`config.mk`:
```
export PLATFORM = sky130hd
export DESIGN_NAME = pulse_train_ctrl_flat
export DESIGN_NICKNAME = d
export VERILOG_FILES = /design/src/rtl/pulse_pkg.sv /design/src/rtl/pulse_train_ctrl_if.sv /design/src/rtl/phase_counter.sv /design/src/rtl/pulse_train_ctrl.sv /design/src/flat_wrapper.sv
export SDC_FILE = /design/constraint.sdc
export NUM_CORES = 1
export LEC_CHECK = 0
export BUFFER_PORTS_ARGS = -buffer_cell sky130_fd_sc_hd__clkbuf_2
export CAP_MARGIN = 20
export CORE_MARGIN = 4
export CORE_UTILIZATION = 50
export DETAILED_ROUTE_END_ITERATION = 8
export GPL_TIMING_DRIVEN = 0
export HOLD_SLACK_MARGIN = 0.05
export PLACE_DENSITY = 0.74
export SYNTH_ARGS = -nofsm -noshare
export SYNTH_HDL_FRONTEND = slang
export SYNTH_SLANG_ARGS = --single-unit
export TNS_END_PERCENT = 50
```
`constraint.sdc`:
```
create_clock -name clock -period 2.4 [get_ports clock]
set_input_delay 0.24 -clock clock [delete_from_list [all_inputs] [get_ports clock]]
set_output_delay 0.24 -clock clock [all_outputs]
set_load 0.005 [all_outputs]
```
`src/rtl/pulse_pkg.sv`:
```
// Shared types and default widths for the pulse-train controller.
package pulse_pkg;

    localparam int CNT_W = 8;
    localparam int NUM_W = 8;

    typedef enum logic [1:0] {
        IDLE = 2'd0,
        HIGH = 2'd1,
        LOW  = 2'd2,
        DONE = 2'd3
    } state_t;

endpackage

```
`src/rtl/pulse_train_ctrl_if.sv`:
```
// Control/status bundle between a pulse-train requester (master) and the controller (slave).
interface pulse_train_ctrl_if #(
    parameter int CNT_W = pulse_pkg::CNT_W,
    parameter int NUM_W = pulse_pkg::NUM_W
);
    import pulse_pkg::*;

    logic             start;
    logic             abort;
    logic [CNT_W-1:0] high_len;
    logic [CNT_W-1:0] low_len;
    logic [NUM_W-1:0] num_pulses;
    logic             signal;
    logic             busy;
    logic             done;
    logic [NUM_W-1:0] pulse_idx;
    state_t           state;

    // start is a request that is accepted only on a clock edge where state is IDLE
    // (the controller's implicit ready); it is otherwise dropped, not held pending.
    // abort is honoured only while busy; done is a one-cycle completion strobe.
    modport master (
        output start, abort, high_len, low_len, num_pulses,
        input  signal, busy, done, pulse_idx, state
    );

    modport slave (
        input  start, abort, high_len, low_len, num_pulses,
        output signal, busy, done, pulse_idx, state
    );

endinterface

```
`src/rtl/phase_counter.sv`:
```
// Loadable down counter timing one HIGH or LOW phase; a zero length is run as one cycle.
module phase_counter #(
    parameter int CNT_W = 8
) (
    input  logic             clock,
    input  logic             reset,
    input  logic             load,
    input  logic [CNT_W-1:0] len,
    output logic             last
);

    logic [CNT_W-1:0] count;

    always_ff @(posedge clock) begin
        if (reset) begin
            count <= '0;
        end else if (load) begin
            count <= (len == '0) ? CNT_W'(1) : len;
        end else if (count != '0) begin
            count <= count - 1'b1;
        end
    end

    // The loaded value counts the cycles remaining in the phase, this one included.
    assign last = (count == CNT_W'(1));

endmodule

```
`src/rtl/pulse_train_ctrl.sv`:
```
// Start/abort controlled generator of N high/low pulses with programmable phase lengths.
// Define PULSE_TRAIN_CONTINUOUS_EN to make num_pulses=0 run an endless train.
module pulse_train_ctrl #(
    parameter int CNT_W = pulse_pkg::CNT_W,
    parameter int NUM_W = pulse_pkg::NUM_W
) (
    input  logic              clock,
    input  logic              reset,
    pulse_train_ctrl_if.slave bus
);
    import pulse_pkg::*;

    state_t           state;
    logic             signal_q;
    logic             busy_q;
    logic             done_q;
    logic [NUM_W-1:0] pulse_idx_q;
    logic [CNT_W-1:0] high_q;
    logic [CNT_W-1:0] low_q;
    logic [NUM_W-1:0] num_q;

    logic             load;
    logic [CNT_W-1:0] load_len;
    logic             last;
    logic             zero_to_done;
    logic             last_pulse;

`ifdef PULSE_TRAIN_CONTINUOUS_EN
    assign zero_to_done = 1'b0;
    assign last_pulse   = (num_q != '0) && (pulse_idx_q == num_q - 1'b1);
`else
    assign zero_to_done = (bus.num_pulses == '0);
    assign last_pulse   = (pulse_idx_q == num_q - 1'b1);
`endif

    // The phase counter is reloaded on the same edge the FSM enters HIGH or LOW.
    always_comb begin
        load     = 1'b0;
        load_len = bus.high_len;
        case (state)
            IDLE: begin
                if (bus.start && !zero_to_done) begin
                    load     = 1'b1;
                    load_len = bus.high_len;
                end
            end
            HIGH: begin
                if (!bus.abort && last) begin
                    load     = 1'b1;
                    load_len = low_q;
                end
            end
            LOW: begin
                if (!bus.abort && last && !last_pulse) begin
                    load     = 1'b1;
                    load_len = high_q;
                end
            end
            default: begin
                load = 1'b0;
            end
        endcase
    end

    phase_counter #(.CNT_W(CNT_W)) u_phase_counter (
        .clock (clock),
        .reset (reset),
        .load  (load),
        .len   (load_len),
        .last  (last)
    );

    always_ff @(posedge clock) begin
        if (reset) begin
            state       <= IDLE;
            signal_q    <= 1'b0;
            busy_q      <= 1'b0;
            done_q      <= 1'b0;
            pulse_idx_q <= '0;
            high_q      <= '0;
            low_q       <= '0;
            num_q       <= '0;
        end else begin
            done_q <= 1'b0;
            case (state)
                IDLE: begin
                    if (bus.start) begin
                        high_q <= bus.high_len;
                        low_q  <= bus.low_len;
                        num_q  <= bus.num_pulses;
                        if (zero_to_done) begin
                            state  <= DONE;
                            done_q <= 1'b1;
                        end else begin
                            state    <= HIGH;
                            signal_q <= 1'b1;
                            busy_q   <= 1'b1;
                        end
                    end
                end
                HIGH: begin
                    if (bus.abort) begin
                        state       <= IDLE;
                        signal_q    <= 1'b0;
                        busy_q      <= 1'b0;
                        pulse_idx_q <= '0;
                    end else if (last) begin
                        state    <= LOW;
                        signal_q <= 1'b0;
                    end
                end
                LOW: begin
                    if (bus.abort) begin
                        state       <= IDLE;
                        signal_q    <= 1'b0;
                        busy_q      <= 1'b0;
                        pulse_idx_q <= '0;
                    end else if (last) begin
                        if (last_pulse) begin
                            state       <= DONE;
                            busy_q      <= 1'b0;
                            done_q      <= 1'b1;
                            pulse_idx_q <= '0;
                        end else begin
                            state       <= HIGH;
                            signal_q    <= 1'b1;
                            pulse_idx_q <= pulse_idx_q + 1'b1;
                        end
                    end
                end
                default: begin
                    state       <= IDLE;
                    pulse_idx_q <= '0;
                end
            endcase
        end
    end

    assign bus.signal    = signal_q;
    assign bus.busy      = busy_q;
    assign bus.done      = done_q;
    assign bus.pulse_idx = pulse_idx_q;
    assign bus.state     = state;

endmodule
```
`src/flat_wrapper.sv`:
```
// flat-port wrapper written by rule: the top's interface ports become plain ports
module pulse_train_ctrl_flat import pulse_pkg::*;
#(
    parameter int CNT_W = pulse_pkg::CNT_W,
    parameter int NUM_W = pulse_pkg::NUM_W
)
  (clock, reset, bus_start, bus_abort, bus_high_len, bus_low_len, bus_num_pulses, bus_signal, bus_busy, bus_done, bus_pulse_idx, bus_state);
  pulse_train_ctrl_if #(.CNT_W(CNT_W), .NUM_W(NUM_W)) bus_i ();
  input  logic clock;
  input  logic reset;
  input wire logic [$bits(bus_i.start)-1:0] bus_start;
  input wire logic [$bits(bus_i.abort)-1:0] bus_abort;
  input wire logic [$bits(bus_i.high_len)-1:0] bus_high_len;
  input wire logic [$bits(bus_i.low_len)-1:0] bus_low_len;
  input wire logic [$bits(bus_i.num_pulses)-1:0] bus_num_pulses;
  output wire logic [$bits(bus_i.signal)-1:0] bus_signal;
  output wire logic [$bits(bus_i.busy)-1:0] bus_busy;
  output wire logic [$bits(bus_i.done)-1:0] bus_done;
  output wire logic [$bits(bus_i.pulse_idx)-1:0] bus_pulse_idx;
  output wire logic [$bits(bus_i.state)-1:0] bus_state;
  assign bus_i.start = bus_start;
  assign bus_i.abort = bus_abort;
  assign bus_i.high_len = bus_high_len;
  assign bus_i.low_len = bus_low_len;
  assign bus_i.num_pulses = bus_num_pulses;
  assign bus_signal = bus_i.signal;
  assign bus_busy = bus_i.busy;
  assign bus_done = bus_i.done;
  assign bus_pulse_idx = bus_i.pulse_idx;
  assign bus_state = bus_i.state;
  pulse_train_ctrl #(.CNT_W(CNT_W), .NUM_W(NUM_W)) u_core (.clock(clock), .reset(reset), .bus(bus_i));
endmodule
```
======== Yosys cells after proc, flatten, opt, wreduce, memory -nomap -nowiden ========
Index checks and enable logic that the tools add are counted.
cells by class
  $add $sub $neg .......................... 3
  reduce and logical (&&, ||, !) cells .... 17
  muxes and demuxes ....................... 42
  bitwise operators ....................... 1
  equality and inequality tests ........... 11
operators with widths
  kind                                                    number
  two-way mux 8 bit                                       9
  one-hot mux 8 bit (3 select lines)                      1
  two-way mux 1 bit                                       19
  logical NOT 8 bit                                       2
  one-hot mux 8 bit (2 select lines)                      1
  subtractor 8 x 1 -> 8 bit (second input constant)       2
  two-way mux 2 bit                                       7
  AND reduction 6 bit                                     2
  inequality test 3 x 2 -> 1 bit (second input constant)  3
  one-hot mux 1 bit (3 select lines)                      3
  adder 8 x 1 -> 8 bit (second input constant)            1
  == test 8 x 1 -> 1 bit (second input constant)          1
  == test 8 bit                                           1
  nonzero test 8 bit                                      1
  inequality test 2 bit (second input constant)           3
  one-hot mux 2 bit (3 select lines)                      1
  AND reduction 3 bit                                     2
  logical AND 1 bit                                       3
  logical NOT 1 bit                                       3
  inequality test 3 bit (second input constant)           1
  nonzero test 3 bit                                      1
  == test 2 x 1 -> 1 bit (second input constant)          1
  == test 2 bit (second input constant)                   1
  logical NOT 2 bit                                       1
  4 further kinds                                         4
word-level totals
  output and inout port bits .............. 13
  word-level logic and storage cells ...... 83
  register bits ........................... 45

======== Longest topological paths before layout ========
  depth in word-level cells ............... 9
  gate-level depth with buffers ........... 11

======== Hierarchy ========
Synthesis repeated with hierarchy kept, for this count alone.
second synthesis, totals
  cells, all modules ...................... 331
  area, all modules ....................... 2582.5 µm²
modules (own cells, without submodules)
  module            cells each  area each (µm²)  times used
  pulse_train_ctrl  274         2085.8           1
  phase_counter     57          496.7            1

======== Worst setup path after synthesis ========
No wires, ideal clock.
  path kind ............................... register to register
  start point ............................. reg u_core.num_q[0]
  end point ............................... reg u_core.u_phase_counter.count[0]
  clock period less this slack ............ 2576 ps
  required time ........................... 2330 ps
  stages on the path, launching flop included .. 11
  buffers on the path ..................... 0
  slack ................................... -176 ps
  library setup time ...................... 70 ps
  data arrival time ....................... 2506 ps
  cells stage by stage .................... dfxtp_1 -> inv_1 -> ha_1 -> or3b_1 -> a211oi_1 -> o211ai_1 -> a211oi_4 -> nor3_2 -> a211o_1 -> or4_1 -> a21oi_1
on the way
  longest elaborated chain between the ends .. 9
  elaborated cells on any way between the ends .. 12
ends and longest elaborated chain
  element                             RTL line                text
  start, declared                     pulse_train_ctrl.sv:20  logic [NUM_W-1:0] num_q;
  start signal, assigned              pulse_train_ctrl.sv:90  num_q <= bus.num_pulses;
  subtractor 8 x 1 -> 8 bit (*)       pulse_train_ctrl.sv:33  assign last_pulse = (pulse_idx_q == num_q - 1'b1);
  == test 8 bit (*)                   pulse_train_ctrl.sv:33
  logical NOT 1 bit (*)               pulse_train_ctrl.sv:54  if (!bus.abort && last && !last_pulse) begin
  logical AND 1 bit (*)               pulse_train_ctrl.sv:54
  two-way mux 8 bit                   pulse_train_ctrl.sv:54
  one-hot mux 8 bit (2 select lines)  pulse_train_ctrl.sv:40  case (state)
  logical NOT 8 bit                   phase_counter.sv:18     count <= (len == '0) ? CNT_W'(1) : len;
  two-way mux 8 bit                   phase_counter.sv:18
  two-way mux 8 bit                   phase_counter.sv:17     end else if (load) begin
  end signal, assigned                phase_counter.sv:18
  end signal, assigned                phase_counter.sv:20     count <= count - 1'b1;
  end, declared                       phase_counter.sv:12     logic [CNT_W-1:0] count;
Mark *: on every way between the ends. The rest lies on a longest branch, timed or not.
A chain may end at the register's enable or synchronous reset.

======== Worst setup path after layout ========
  start point ............................. reg u_core.u_phase_counter.count[4]
  end point ............................... reg u_core.u_phase_counter.count[0]
on the way
  longest elaborated chain between the ends .. 8
  elaborated cells on any way between the ends .. 14
ends and longest elaborated chain
  element                             RTL line                                        text
  == test 8 x 1 -> 1 bit              phase_counter.sv:25                             assign last = (count == CNT_W'(1));
  logical AND 1 bit                   pulse_train_ctrl.sv:48, pulse_train_ctrl.sv:54
  logical AND 1 bit                   pulse_train_ctrl.sv:54
  two-way mux 8 bit                   pulse_train_ctrl.sv:54
  one-hot mux 8 bit (2 select lines)  pulse_train_ctrl.sv:40
  logical NOT 8 bit                   phase_counter.sv:18
  two-way mux 8 bit                   phase_counter.sv:18
  two-way mux 8 bit                   phase_counter.sv:17
Several ways; a longest one is shown, not always the timed one.

==> out/metrics.cfg <==
[run_status]
status=finished, violations left
failed_checks=setup timing

[synthesis]
yosys_register_bits=45
synth_area_leaders=dfxtp_1 34%, nand2_1 9.8%, a21oi_1 6.4%, xor2_1 4.0%, ha_1 3.8%
ys.flop_type=dfxtp_1
syn_nets=376
ys_async_sr_fraction_pct=0
yosysMostFrequentCell=nand2_1
synth.cells.most_frequent=69 x nand2_1, 45 x dfxtp_1, 34 x a21oi_1
yosysTopAreaCell=dfxtp_1
synth_cells=340
synth_cell_type_count=57
synth.avg_cell_area_um2=7.765
ys_seq_area_share_pct=34.12
yosysTopAreaCellShare_pct=34.12
yosysWarnings=0
synth_edf_count=0
netlist_area_mm2=0.002640

[sta]
final-setup-viol-count=13
min_period_over_period_pct=110.7
maxSlewViolCount=0
skew_ns=0.004386
relSlewSlack_pct=58.32
hold_violations=0
max_clock_freq_mhz=376.3
worst_slew_pin_slew_ns=0.6252
period_minus_slack_ns=2.658
setup_ws_ns=-0.2576
rsz0062_at_grt=true
holdWs_ns=0.1517

[routing]
drt_first_pass_iters=4
drt_wl_total_mm=7.163
ant_nets=0
via_per_inst=5.845
via_count=2759
drt_iter0_drc=278
route.detailed.drc=0
wl_per_cell_um=15.18

[layout]
drive_gt1_share_pct=24.38
nets=438
n_antenna_cell=0
syn2layout_area_growth_pct=24.55

[clock_network]
cts_tree=built
cts_buffers=5
clock_path_buffers=2
path_clk_slew_ns=0.09
cts-hold-fix-buffers=0
cts_root_buffer=clkbuf_8
clkLatencyLatePin_ns=0.30
htreeDepth=2
cts.sinks=45

[critical_path]
crit_required_ns=2.63
worstPathMaxFanout=6
crit_start=u_core.u_phase_counter.count[4]
critPathLaunchType=flip-flop
crit_type=flip-flop to flip-flop
endpoint_kind=flip-flop
cp_slowest_stage_delay_ns=0.50
crit_slowest_cell=or4_1
arrival_ns=2.88
r2r-start=u_core.u_phase_counter.count[4]
cp_cell_sequence=nor4_4 > and4b_2 > mux2_2 > nand2_1 > a41oi_1 > a211o_1 > or4_1 > a21oi_1

[floorplan]
dieHeight_um=80.67
die_w_um=80.67
design.portCount=41
start_util_pct=51.69
rows=26
design.core.area_mm2=0.005107
die_area_mm2=0.006507

[grt]
grt_max_degree=14
grt_usage_pct=22.86
grt_pass1_vias=2478
grt_pass1_wl_mm=11.64
overflow=0
antenna_found_initial=0

[job]
maxCapViolCount=0

[hold_path]
hp-start=bus_low_len[0]
hold_class=primary input to flip-flop

[pwr]
power_density_mw_per_mm2=902.8
irDropWorstVdd_uv=416.0
p_leak_nw=1.363

[place]
pre_cts_ws_ns=-0.4785
portBuffers=40
dpl.hpwl_mm=4.907
gp_congestion=0.8926

layer usage:
layer	GRT usage [%]	part of all wire (%)	up-vias
met5	0	0	-
met4	9.291	2.2	0
met3	4.260	6.8	18
met2	35.51	45	98
met1	31.00	46	1295
li1	-	-	1348
where the power goes:
part	internal, mW	total [mW]	switching [mW]
logic	0.602	1.41	0.809
registers	0.885	1.04	0.151
clock network	0.261	0.521	0.260
sequential cells by signal, summed over array words and instances (netlist names):
signal / count
u_core.high_q: 8
u_core.u_phase_counter.count: 8
u_core.bus.state: 2
u_core.bus.signal: 1
u_core.num_q: 8
u_core.bus.done: 1
u_core.low_q: 8
u_core.bus.pulse_idx: 8
u_core.bus.busy: 1
logic make-up (layout without fill, tap and decap cells):
group / Yosys count / count (layout) / synth area share [%]
xor gates and xnor gates: 18 / 18 / 5.972
muxes: 5 / 5 / 1.943
adders and majority gates: 8 / 8 / 3.792
DFF: 45 / 45 / 34.12
buffers and inverters: 29 / 91 / 4.265
AOI/OAI and AO/OA: 84 / 84 / 21.56
and+or+nand+nor: 151 / 151 / 28.34
critical path, delay by kind of cell (launching register included):
family           cells  cell delay (ns)
AND/OR/NAND/NOR      4             1.32
AO/OA/AOI/OAI        3             0.55
flip-flops           1             0.37
multiplexers         1             0.35
layout make-up:
type | instances | area, um2
clock buffers | 6 | 93.84
repair buffers | 56 | 339.1
flip-flops and latches | 45 | 907.1
clock inverters | 1 | 5.005
inverters | 11 | 41.29
well taps | 70 | 87.58
plain buffers | 17 | 82.58
fillers | 448 | 1819
multi-input cells | 266 | 1732
layout by cell type, fill, tap and decap left out, drive strengths merged, types with 4 or more instances in the layout:
cell,instances
inv,11
ha,8
nor2,20
mux2i,4
buf,19
and3,8
xnor2,6
xor2,12
dfxtp,45
o21ai,9
a211oi,10
a31oi,6
or4,5
nand3,14
nand4,5
nor3,11
a221oi,5
clkbuf,60
a21oi,34
nand2,69
timing repair:
| action | CTS | global route |
|---|---|---|
| setup endpoints to repair | 18 | 20 |
| gates cloned | 1 | 0 |
| pin swaps | 22 | 3 |
| setup buffers | 13 | 2 |
| gates resized for setup | 27 | 9 |
through the flow:
| step | util, % | power (mW) | instance area [um2] | TNS [ns] | cells |
|---|---|---|---|---|---|
| floorplan | - | 1.910 | 2663 | -0.1635 | 340 |
| global placement | 57.77 | 2.168 | 2950 | -1.596 | 450 |
| detailed placement | 57.77 | 2.193 | 2950 | -1.838 | 450 |
| CTS | 63.45 | 2.850 | 3241 | -1.239 | 470 |
| global route | 64.38 | 3.166 | 3288 | -3.506 | 472 |
| finish | 64.38 | 2.968 | 3288 | -1.622 | 472 |
final timing paths:
path,endpoint,slack [ns],cells after the start
min reg2reg,u_core.low_q[4],0.46,2
max,u_core.u_phase_counter.count[0],-0.26,8
max reg2reg,u_core.u_phase_counter.count[0],-0.26,8
min,u_core.low_q[0],0.15,3
Power figures use the tool's default switching activity.
